File: src/rtl/keypad_matrix_scanner_pkg.sv
// Shared definitions for the keypad scanner: width helpers and FSM encoding.
// Constant functions only; nothing here generates logic.
package keypad_matrix_scanner_pkg;

  typedef enum logic {
    SCAN = 1'b0,
    EMIT = 1'b1
  } state_t;

  // Ceiling log2, never below 1 so a one-bit field always exists.
  function automatic int clog2(input int value);
    int r;
    r = 0;
    while ((1 << r) < value) r = r + 1;
    if (r == 0) r = 1;
    return r;
  endfunction

  // An event is the key code plus one release flag.
  function automatic int evt_width(input int code_w);
    return code_w + 1;
  endfunction

endpackage

File: src/rtl/keypad_event_fifo.sv
// Show-ahead synchronous FIFO: head visible one cycle after a push into empty.
// A push while full is only accepted when a pop happens in the same cycle.
module keypad_event_fifo
  import keypad_matrix_scanner_pkg::*;
#(
  parameter int DEPTH = 4,
  parameter int WIDTH = 8
) (
  input  logic             clk,
  input  logic             reset,
  input  logic             push_vld,
  input  logic [WIDTH-1:0] push_dat,
  input  logic             pop_rdy,
  output logic [WIDTH-1:0] head_dat,
  output logic             full,
  output logic             empty
);

  localparam int AW = clog2(DEPTH);
  localparam logic [AW:0] DEPTH_C = (AW + 1)'(DEPTH);

  logic [WIDTH-1:0] mem_q [DEPTH];
  logic [WIDTH-1:0] mem_d [DEPTH];
  logic [AW-1:0]    wr_q, wr_d, rd_q, rd_d;
  logic [AW:0]      cnt_q, cnt_d;
  logic             do_push, do_pop;

  assign empty    = (cnt_q == '0);
  assign full     = (cnt_q == DEPTH_C);
  assign do_pop   = pop_rdy & ~empty;
  assign do_push  = push_vld & (~full | do_pop);
  // Masked so a drained FIFO shows zeros rather than stale entries.
  assign head_dat = empty ? '0 : mem_q[rd_q];

  always_comb begin
    mem_d = mem_q;
    wr_d  = wr_q;
    rd_d  = rd_q;
    cnt_d = cnt_q;
    if (do_push) begin
      mem_d[wr_q] = push_dat;
      wr_d        = wr_q + 1'b1;
    end
    if (do_pop) rd_d = rd_q + 1'b1;
    case ({do_push, do_pop})
      2'b10:   cnt_d = cnt_q + 1'b1;
      2'b01:   cnt_d = cnt_q - 1'b1;
      default: cnt_d = cnt_q;
    endcase
  end

  always_ff @(posedge clk or negedge reset) begin
    if (!reset) begin
      for (int i = 0; i < DEPTH; i++) mem_q[i] <= '0;
      wr_q  <= '0;
      rd_q  <= '0;
      cnt_q <= '0;
    end else begin
      mem_q <= mem_d;
      wr_q  <= wr_d;
      rd_q  <= rd_d;
      cnt_q <= cnt_d;
    end
  end

endmodule

File: src/rtl/keypad_matrix_scanner.sv
// Matrix keypad scanner: one-cold column drive, frame debounce, per-key press/release events.
// Events reach key_valid one cycle after being pushed; a full FIFO drops events and sets overflow.
module keypad_matrix_scanner
  import keypad_matrix_scanner_pkg::*;
#(
  parameter int ROWS            = 4,
  parameter int COLS            = 4,
  parameter int CLK_DIV         = 50000,
  parameter int DEBOUNCE_FRAMES = 3,
  parameter int FIFO_DEPTH      = 4,
  localparam int CODE_W         = clog2(ROWS * COLS)
) (
  input  logic              clk,
  input  logic              reset,
  input  logic              enable,
  input  logic              clear_overflow,
  input  logic [ROWS-1:0]   row_n,
  output logic [COLS-1:0]   col_n,
  output logic              key_valid,
  input  logic              key_ready,
  output logic [CODE_W-1:0] key_code,
  output logic              key_release,
  output logic              any_key,
  output logic              overflow
);

  localparam int NKEYS  = ROWS * COLS;
  localparam int TICK_W = clog2(CLK_DIV);
  localparam int COL_W  = clog2(COLS);
  localparam int EVT_W  = evt_width(CODE_W);
  localparam logic [TICK_W-1:0] TICK_LAST  = TICK_W'(CLK_DIV - 1);
  localparam logic [COL_W-1:0]  COL_LAST   = COL_W'(COLS - 1);
  localparam logic [CODE_W-1:0] IDX_LAST   = CODE_W'(NKEYS - 1);
  localparam logic [3:0]        STABLE_MAX = 4'(DEBOUNCE_FRAMES);
  localparam logic [COLS-1:0]   COL_ONE    = COLS'(1);

  state_t            state_q, state_d;
  logic [ROWS-1:0]   row_s1_q, row_s2_q;
  logic [TICK_W-1:0] tick_q, tick_d;
  logic [COL_W-1:0]  col_q, col_d;
  logic [COLS-1:0]   col_n_q, col_n_d;
  logic [NKEYS-1:0]  frame_q, frame_d, prev_q, prev_d, deb_q, deb_d, diff_q, diff_d;
  logic [3:0]        stable_q, stable_d, stable_new;
  logic [CODE_W-1:0] idx_q, idx_d;
  logic              any_key_q, overflow_q, overflow_d;
  logic [NKEYS-1:0]  frame_full;
  logic              tick, frame_done, start_emit;
  logic              push, pop, drop, fifo_full, fifo_empty;
  logic [EVT_W-1:0]  push_dat, head_dat;

  // Frame as it will look once the current column's sample is merged in.
  always_comb begin
    frame_full = frame_q;
    frame_full[col_q * ROWS +: ROWS] = ~row_s2_q;
  end

  assign tick       = (tick_q == TICK_LAST);
  assign frame_done = (state_q == SCAN) && enable && tick && (col_q == COL_LAST);
  assign stable_new = (frame_full != prev_q)    ? 4'd1 :
                      (stable_q == STABLE_MAX) ? stable_q : stable_q + 1'b1;
  assign start_emit = frame_done && (stable_new == STABLE_MAX) && (frame_full != deb_q);

  always_ff @(posedge clk or negedge reset) begin
    if (!reset) state_q <= SCAN;
    else        state_q <= state_d;
  end

  always_comb begin
    state_d = state_q;
    case (state_q)
      SCAN:    if (start_emit) state_d = EMIT;
      EMIT:    if (idx_q == IDX_LAST) state_d = SCAN;
      default: state_d = SCAN;
    endcase
  end

  always_comb begin
    push     = (state_q == EMIT) && diff_q[idx_q];
    push_dat = {~frame_q[idx_q], idx_q};
  end

  // Scan/debounce datapath; EMIT freezes the scan so the column drive stays put.
  always_comb begin
    tick_d   = tick_q;
    col_d    = col_q;
    col_n_d  = col_n_q;
    frame_d  = frame_q;
    prev_d   = prev_q;
    stable_d = stable_q;
    deb_d    = deb_q;
    diff_d   = diff_q;
    idx_d    = idx_q;
    if (state_q == EMIT) begin
      deb_d[idx_q] = frame_q[idx_q];
      idx_d        = idx_q + 1'b1;
    end else if (!enable) begin
      tick_d   = '0;
      col_d    = '0;
      stable_d = '0;
      col_n_d  = '1;
    end else begin
      tick_d = tick ? '0 : tick_q + 1'b1;
      if (tick) begin
        frame_d = frame_full;
        col_d   = (col_q == COL_LAST) ? '0 : col_q + 1'b1;
      end
      col_n_d = ~(COL_ONE << col_d);
      if (frame_done) begin
        stable_d = stable_new;
        prev_d   = frame_full;
        if (start_emit) begin
          diff_d = frame_full ^ deb_q;
          idx_d  = '0;
        end
      end
    end
  end

  assign pop        = ~fifo_empty & key_ready;
  assign drop       = push & fifo_full & ~pop;
  assign overflow_d = drop | (overflow_q & ~clear_overflow);

  always_ff @(posedge clk or negedge reset) begin
    if (!reset) begin
      row_s1_q   <= '1;
      row_s2_q   <= '1;
      tick_q     <= '0;
      col_q      <= '0;
      col_n_q    <= '1;
      frame_q    <= '0;
      prev_q     <= '0;
      stable_q   <= '0;
      deb_q      <= '0;
      diff_q     <= '0;
      idx_q      <= '0;
      any_key_q  <= 1'b0;
      overflow_q <= 1'b0;
    end else begin
      row_s1_q   <= row_n;
      row_s2_q   <= row_s1_q;
      tick_q     <= tick_d;
      col_q      <= col_d;
      col_n_q    <= col_n_d;
      frame_q    <= frame_d;
      prev_q     <= prev_d;
      stable_q   <= stable_d;
      deb_q      <= deb_d;
      diff_q     <= diff_d;
      idx_q      <= idx_d;
      any_key_q  <= |deb_q;
      overflow_q <= overflow_d;
    end
  end

  keypad_event_fifo #(
    .DEPTH (FIFO_DEPTH),
    .WIDTH (EVT_W)
  ) u_fifo (
    .clk      (clk),
    .reset    (reset),
    .push_vld (push),
    .push_dat (push_dat),
    .pop_rdy  (key_ready),
    .head_dat (head_dat),
    .full     (fifo_full),
    .empty    (fifo_empty)
  );

  assign col_n                  = col_n_q;
  assign key_valid              = ~fifo_empty;
  assign {key_release, key_code} = head_dat;
  assign any_key                = any_key_q;
  assign overflow               = overflow_q;

endmodule

File: config.mk
export PLATFORM = sky130hd
export DESIGN_NAME = keypad_matrix_scanner
export DESIGN_NICKNAME = d
export VERILOG_FILES = /design/src/rtl/keypad_matrix_scanner_pkg.sv /design/src/rtl/keypad_event_fifo.sv /design/src/rtl/keypad_matrix_scanner.sv
export SDC_FILE = /design/constraint.sdc
export NUM_CORES = 1
export LEC_CHECK = 0
export ABC_AREA = 1
export CORE_MARGIN = 2
export CORE_UTILIZATION = 60
export CTS_CLUSTER_SIZE = 30
export DETAILED_ROUTE_END_ITERATION = 12
export PLACE_DENSITY = 0.78
export SLEW_MARGIN = 20
export SYNTH_ARGS = -nofsm -noshare
export SYNTH_HDL_FRONTEND = slang
export SYNTH_SLANG_ARGS = --single-unit
File: constraint.sdc
create_clock -name clk -period 3.7 [get_ports clk]
set_input_delay 0.74 -clock clk [delete_from_list [all_inputs] [get_ports clk]]
set_output_delay 0.74 -clock clk [all_outputs]
set_load 0.01 [all_outputs]
==> reports/metrics.cfg, run 1 <==
[critical_path]
timing.rr.start=col_q[0]
arrival_ns=3.72
crit_chain=inv_1 > ha_1 > nor2_1 > nand3_1 > nand2_1 > nand2_1 > nand2_1 > nand2_1 > nor2_1 > nand2_1 > nor2_1 > nor2_1 > nand3_4 > nand2_1 > o21ai_2
slowest_delay_ns=0.64
path_class=register to register
crit_slowest_cell=dfrtp_1
startpoint=col_q[0]
worstPathMaxFanout=37
end_kind=register
required_ns=4.04
start_kind=register
cp_common_cell=nand2_1

[flow_run]
drv_cap=0

[floorplan]
start_util=0.610
core_area_um2=11300
dieArea_um2=12400
chipWidth_um=111
ios=21
die_y_um=111
row_count=39

[cts]
clk_latency_ns=0.43
cts_tree=done
cts_root_buffer=clkbuf_16
cts_max_path_buffers=2
h-tree-depth=4
cts_sinks=132
hold_buffers=0
clkTransAtPathRegs_ns=0.06
post_cts_buffers=0
cts_buffers=17
post_cts_resized=0

[global_routing]
track_usage=0.292
grt_antenna_before_repair=0
grt_pass1_vias=6004
grt_pass1_wl_um=28900
overflow=0
grt_max_degree=59

[final_layout]
areaGrowthSynthToFinish_pct=14.7
layout-drive-gt1-share=0.0955
nNetsFinal=946
final_common_cell=nand2_1
n_antenna_cell=0
final_cell_mix=268 x nand2_1, 120 x dfrtp_1, 101 x nor2_1
stdcell_area_um2=7930

[sta]
rsz0062_at_grt=no
tightest_slew_ns=0.767
worst_slew_margin_rel=0.488
period_share=0.913
finClkSkew_ns=0.00712
fin_setup_tns_ns=0
report.final.slew_viol_count=0
finalSetupViolations=0
final-hold-violation-count=0
fmax_ghz=0.296
post-route-min-period_ns=3.38

[routing]
wl_per_cell_um=15.7
vias=6051
vias_per_cell=5.63
firstDrtPassIters=6
wirelength_um=16900
drt-initial-drc-count=610
antenna_left=0
drc=0

[yosys]
synth_top_family_by_area=simple AND/OR/NAND/NOR gates
synthMuxAreaShare=0.00145
ys_types=39
synth-edff-count=0
synth_xor_area_frac=0.0139
synthArstFlopShare=1.00
ys_warn_count=0
synthAdderAreaFrac=0.0337
ys_seq_area_frac=0.480
synth_cells=892
synth-compound-area-share=0.130
avgSynthCellArea_um2=7.75
synth_ff_type=dfrtp_1
syn-cell-area_um2=6910
synth.ff_latch_count=132
synth.net_count=919
synthSimpleGateAreaFrac=0.272

[pwr]
max-vdd-ir-drop_uv=461
p_per_area_nw_per_um2=480
power_leakage_uw=0.00381

[status]
status=complete, no violations

[place]
dpl_cell_area_um2=7270
portBuffers=20
place.gp.congestion=0.921
place.detailed.hpwl_um=11800

[min_path]
hp-class=input port to async pin

Yosys cell counts, types with 6 or more instances:
cell	number	area, um2
o22ai_1	8	50.1
nor4_1	8	50.1
xor2_1	9	78.8
nand3_1	57	285
a21oi_1	22	110
o21ai_0	98	490
clkbuf_1	12	45.0
nand4_1	6	37.5
ha_1	17	213
nor2_1	101	379
inv_1	89	334
nand2_1	268	1010
dfstp_2	12	315
dfrtp_1	120	3000
o21ai_2	16	140
final cells by class:
| cell class | instances | area (um2) |
|---|---|---|
| Clock buffer | 20 | 457 |
| Inverter | 93 | 349 |
| Fill cell | 896 | 3400 |
| Tap cell | 143 | 179 |
| Clock inverter | 12 | 203 |
| Timing Repair Buffer | 31 | 293 |
| Sequential cell | 132 | 3320 |
| Multi-Input combinational cell | 644 | 3130 |
metal layers:
metal	vias up	GRT usage	part of all wire
met5	-	0	0
met3	46	0.0590	0.063
met2	228	0.468	0.47
met4	0	0.114	0.027
met1	2849	0.397	0.44
li1	2928	-	-
cells by family after synthesis:
group           count (synthesis)
xor+xnor                       11
mux                             1
buf+inv                       116
flops                         132
compound gates                159
fa+ha+maj                      18
simple gates                  455
path summary, 6_finish.rpt:
| kind | to | slack, ns | depth (start not counted) |
|---|---|---|---|
| worst max-delay path | diff_q[6] | 0.32 | 15 |
| worst min-delay path | stable_q[1] | 0.35 | 1 |
| worst max register to register | diff_q[6] | 0.32 | 15 |
| worst min register to register | row_s2_q[2] | 0.36 | 0 |
| max in group asynchronous | deb_q[5] | 2.55 | 2 |
| min in group clk | row_s2_q[2] | 0.36 | 0 |
power breakdown:
part | internal (uW) | total (uW) | switching [uW]
clock network | 1230 | 1870 | 641
logic | 172 | 391 | 218
registers | 1490 | 1540 | 53.9
total | 2890 | 3800 | 913
worst max-delay path, delay by kind of cell (launching register included):
kind	cells	cell delay (ns)
buf+inv	1	0.20
simple gates	12	1.91
flops	1	0.64
compound gates	1	0.09
fa+ha+maj	1	0.42
sequential cells by signal, indices dropped and copies added, names as in the netlist:
name and cells:
u_fifo.mem_q 20, u_fifo.wr_q 2, u_fifo.rd_q 2, state_q 1, row_s1_q 4, any_key 1, deb_q 16, col_n 4
diff_q 16, idx_q 4, row_s2_q 4, u_fifo.cnt_q 3, frame_q 16, overflow 1, prev_q 16, stable_q 4
col_q 2, tick_q 16
through the flow:
step / util / setup WS [ns] / hold slack, ns / power [uW] / std cells
floorplan: - / 1.23 / 0.345 / 1770 / 892
global placement: 0.642 / 0.576 / 0.346 / 1940 / 1043
detailed placement: 0.642 / 0.432 / 0.347 / 1950 / 1043
CTS: 0.700 / 0.400 / 0.359 / 3820 / 1075
global route: 0.700 / 0.0481 / 0.359 / 3930 / 1075
finish: 0.700 / 0.321 / 0.348 / 3800 / 1075
Power figures use the tool's default switching activity.
==> inputs of run 2 (changes only) <==
--- a/config.mk
+++ b/config.mk
@@ -12,4 +12,5 @@
 export DETAILED_ROUTE_END_ITERATION = 12
 export PLACE_DENSITY = 0.78
+export SKIP_CTS_REPAIR_TIMING = 1
 export SLEW_MARGIN = 20
 export SYNTH_ARGS = -nofsm -noshare
==> constraint.sdc (replaced) <==
create_clock -name clk -period 3.7 [get_ports clk]
set_input_delay 0.555 -clock clk [delete_from_list [all_inputs] [get_ports clk]]
set_output_delay 0.555 -clock clk [all_outputs]
set_load 0.01 [all_outputs]
==> run 2 against run 1 <==
  * Wire length decreased by 0.85%
  * Combinational power about the same
  * Clock power down 8%
  * Cell count decreased by 0.28%
  * First-iteration DRC count decreased by 12%
  * Worst setup slack better by 0.18 ns
==> reports/metrics.cfg, run 2 (synthesis gave the netlist of run 1 again) <==
[cts]
cts_buffers=17
clkTransAtPathRegs_ns=0.06
cts_root_buffer=clkbuf_16
cts_tree=done
cts_max_path_buffers=2
h-tree-depth=4
cts_sinks=132
clk_latency_ns=0.42

[global_routing]
overflow=0
grt_antenna_before_repair=0
grt_max_degree=73
grt_pass1_wl_um=28400
grt_pass1_vias=5899
track_usage=0.286

[sta]
fmax_ghz=0.313
tightest_slew_ns=0.939
fin_setup_tns_ns=0
report.final.slew_viol_count=0
post-route-min-period_ns=3.20
rsz0062_at_grt=no
final-hold-violation-count=0
finClkSkew_ns=0.00818
period_share=0.864
finalSetupViolations=0
worst_slew_margin_rel=0.374

[critical_path]
worstPathMaxFanout=37
required_ns=4.05
endpoint=idx_q[3]
r2r_slack_ns=0.50
path_class=register to register
startpoint=col_q[0]
end_kind=register
reg2reg_to=idx_q[3]
timing.rr.start=col_q[0]
arrival_ns=3.55
rr_worst_depth=15
start_kind=register

[final_layout]
layout-drive-gt1-share=0.0936
final_common_cell=nand2_1
n_antenna_cell=0
final-seq-area_um2=3320
fillers=863
areaGrowthSynthToFinish_pct=13.7
layout.cells.non_filler=1072
multi_input_area_um2=3130
final_cell_mix=268 x nand2_1, 119 x dfrtp_1, 101 x nor2_1
largest_reg_flops=20
top_register=u_fifo.mem_q
nNetsFinal=943

[flow_run]
drv_cap=0

[status]
status=complete, no violations

[floorplan]
ios=21
row_count=39
chipWidth_um=111
dieArea_um2=12400
die_y_um=111
start_util=0.610
core_area_um2=11300

[pwr]
p_per_area_nw_per_um2=464
total_power_uw=3650
max-vdd-ir-drop_uv=359
power_leakage_uw=0.00377

[routing]
vias=6030
wirelength_um=16700
antenna_left=0
wl_per_cell_um=15.6
firstDrtPassIters=5
drc=0
drt-initial-drc-count=535
vias_per_cell=5.63

[place]
portBuffers=20
place.detailed.hpwl_um=11500
place_inst=1040
place.gp.congestion=0.897

[min_path]
hp-class=input port to async pin

[run 2: cell count changes in the layout (fill, tap and decap cells not counted)]
| cell | delta |
|---|---|
| clkinvlp_4 | +1 |
| dfrtp_2 | +1 |
| clkinv_2 | +1 |
| bufinv_16 | -2 |
| buf_4 | -3 |
| dfrtp_1 | -1 |
[run 2: final cells by class]
type,instances,share of cell area
multi-input cells,644,0.398
clock buffers,20,0.0581
well taps,143,0.0228
clock inverters,12,0.0197
repair buffers,28,0.0344
flip-flops and latches,132,0.423
inverters,93,0.0444
[run 2: worst max-delay path: stages, from the launching register on]
cell	delay (ns)
dfrtp_2	0.53
inv_1	0.16
ha_1	0.40
nor2_1	0.28
nand3_1	0.20
nand2_1	0.20
nand2_1	0.07
nand2_1	0.12
nand2_1	0.06
nor2_1	0.14
nand2_1	0.07
nor2_1	0.14
nor2_1	0.09
nand3_4	0.40
nand3_1	0.15
nand2_1	0.11
[run 2: routing by layer]
metal	part of all wire	track usage	wire, um	vias up
met1	0.44	0.391	7380	2858
li1	-	-	-	2924
met5	0	0	0	-
met3	0.063	0.0590	1060	34
met4	0.027	0.117	449	0
met2	0.47	0.452	7850	214
[run 2: power by group]
group	switching [uW]	total (uW)	internal (uW)
logic	214	388	173
registers	54.6	1540	1490
clock network	626	1720	1090
[run 2: worst min-delay path by stage]
stage	endpoint	depth (start not counted)	start
2_1_floorplan	any_key	0	reset
3_3_place_gp	row_s2_q[2]	0	row_s1_q[2]
3_5_place_dp	row_s2_q[0]	0	row_s1_q[0]
4_1_cts	stable_q[1]	1	reset
5_1_grt	stable_q[0]	1	reset
6_report	stable_q[2]	1	reset
[run 2: through the flow]
step / hold WS, ns / setup slack [ns] / instance area [um2] / util
4_1_cts: 0.302 / 0.410 / 7860 / 0.694
3_3_place_gp: 0.346 / 0.565 / 7240 / 0.640
2_1_floorplan: 0.259 / 1.23 / 6910 / -
5_1_grt: 0.341 / 0.210 / 7860 / 0.694
6_report: 0.264 / 0.504 / 7860 / 0.694
3_5_place_dp: 0.347 / 0.485 / 7240 / 0.640
==> inputs of run 3 (changes only) <==
- RECOVER_POWER: default -> 50
- SKIP_LAST_GASP: default -> 1
==> run 3 against run 2 <==
  * The flow now finishes with violations (capacitance limit, slew limit)
  * Die area unchanged
  * Non-clock buffer count is the same
  * Clock power is essentially flat
  * Register-to-register slack is essentially flat
  * Maximum frequency rose by 0.17%
  * First-iteration DRC count is the same
  * Cell area about the same
  * Utilization about the same
  * Global-route usage unchanged
  * Hold slack improved by 0.088 ns
  * Largest cell class unchanged
  * Highest routed layer unchanged
==> reports/metrics.cfg, run 3 (synthesis gave the netlist of run 1 again) <==
[critical_path]
start_kind=register
required_ns=4.05
cp_num_buf_inv=1
crit_chain=inv_1 > ha_1 > nor2_1 > nand3_1 > nand2_1 > nand2_1 > nand2_1 > nand2_1 > nor2_1 > nand2_1 > nor2_1 > nor2_1 > nand3_4 > nand3_1 > nand2_1
crit_family=simple AND/OR/NAND/NOR gates
crit_slowest_cell=dfrtp_2
arrival_ns=3.54
end_kind=register
worstPathMaxFanout=37
path_class=register to register
slowest_delay_ns=0.53
cp_common_cell=nand2_1

[final_layout]
final_cell_mix=268 x nand2_1, 119 x dfrtp_1, 101 x nor2_1
final_common_cell=nand2_1
fillers=864
layout.cells.non_filler=1072
nNetsFinal=943
n_antenna_cell=0
top_register=u_fifo.mem_q
largest_reg_flops=20
layout-drive-gt1-share=0.0936
areaGrowthSynthToFinish_pct=13.7

[routing]
wl_per_cell_um=15.6
firstDrtPassIters=6
vias_per_cell=5.63
drc=0
wirelength_um=16700
drt-initial-drc-count=535
antenna_left=0
vias=6039

[sta]
report.final.slew_viol_count=72
fmax_ghz=0.313
finalSetupViolations=0
final-hold-violation-count=0
post-route-min-period_ns=3.19
tightest_slew_ns=1.84
timing.final.ws_setup_ns=0.509
fin_setup_tns_ns=0
worst_slew_margin_rel=-0.226
rsz0062_at_grt=no
finClkSkew_ns=0.00881
period_share=0.862
whs_ns=0.352

[cts]
clk_latency_ns=0.42
cts_tree=done
h-tree-depth=4
cts_buffers=17
cts_sinks=132
cts_max_path_buffers=2
cts_root_buffer=clkbuf_16
clkTransAtPathRegs_ns=0.06

[global_routing]
grt_pass1_wl_um=28400
grt_pass1_vias=5899
track_usage=0.286
grt_max_degree=73
grt_antenna_before_repair=0
grt_util_met3=0.0590
gr-usage-met2=0.452
overflow=0
use_met1=0.391
busiest_layer=met2

[pwr]
p_clk_frac=0.472
max-vdd-ir-drop_uv=359
comb_power_share=0.106
power.internal_uw=2750
p_per_area_nw_per_um2=464
power_leakage_uw=0.00377
swShare=0.246
power_switching_uw=895
power_frac_seq=0.422

[floorplan]
chipWidth_um=111
core_area_um2=11300
row_count=39
dieArea_um2=12400
start_util=0.610
ios=21
die_y_um=111

[place]
place.detailed.hpwl_um=11500
place_inst=1040
dpl_worst_slack_ns=0.485
portBuffers=20
place.gp.congestion=0.897

[status]
status=complete, but fails checks
violations=capacitance limit, slew limit

[flow_run]
drv_cap=1

[min_path]
hp-class=register to register

run 3: cell count changes in the layout (fill, tap and decap cells not counted), sizes merged:
cell / change
buf: -1
clkdlybuf4s50: -4
clkbuf: +1
dlygate4sd3: +4
run 3: layer usage:
layer	share of wire	wire length, um
met1	0.43	7240
met2	0.47	7830
met3	0.071	1180
met4	0.027	457
met5	0	0
run 3: worst paths after layout:
check / start / slack (ns) / to / depth (start not counted)
min: row_s1_q[1] / 0.35 / row_s2_q[1] / 0
max: col_q[0] / 0.51 / idx_q[3] / 15
min in group asynchronous: reset / 0.62 / stable_q[2] / 1
max reg2reg: col_q[0] / 0.51 / idx_q[3] / 15
max in group asynchronous: reset / 1.92 / col_n[0] / 2
min reg2reg: row_s1_q[1] / 0.35 / row_s2_q[1] / 0
run 3: layout make-up:
class	count	area [um2]	area share
sequential	132	3320	0.423
multi-input combinational	644	3130	0.398
clock buffer	20	457	0.0581
inverter	93	349	0.0444
timing repair buffer	28	268	0.0341
tap	143	179	0.0228
clock inverter	12	155	0.0198
run 3: through the flow:
step           area [um2]  total power, uW  utilization
2_1_floorplan        6910             1770            -
3_3_place_gp         7240             1940        0.640
3_5_place_dp         7240             1950        0.640
4_1_cts              7860             3660        0.694
5_1_grt              7850             3800        0.694
6_report             7850             3650        0.694
run 3: power by group through the flow:
stage	clock network [uW]	registers, uW	logic, uW
after floorplan	0	1540	235
after global placement	0	1560	378
after detailed placement	0	1560	388
after CTS	1730	1540	391
after global routing	1810	1550	440
final	1720	1540	386
run 3: worst register-to-register path, stage by stage (launching register included):
cell     delay [ns]
dfrtp_2        0.53
inv_1          0.16
ha_1           0.40
nor2_1         0.28
nand3_1        0.20
nand2_1        0.20
nand2_1        0.07
nand2_1        0.12
nand2_1        0.06
nor2_1         0.14
nand2_1        0.07
nor2_1         0.14
nor2_1         0.09
nand3_4        0.40
nand3_1        0.16
nand2_1        0.11
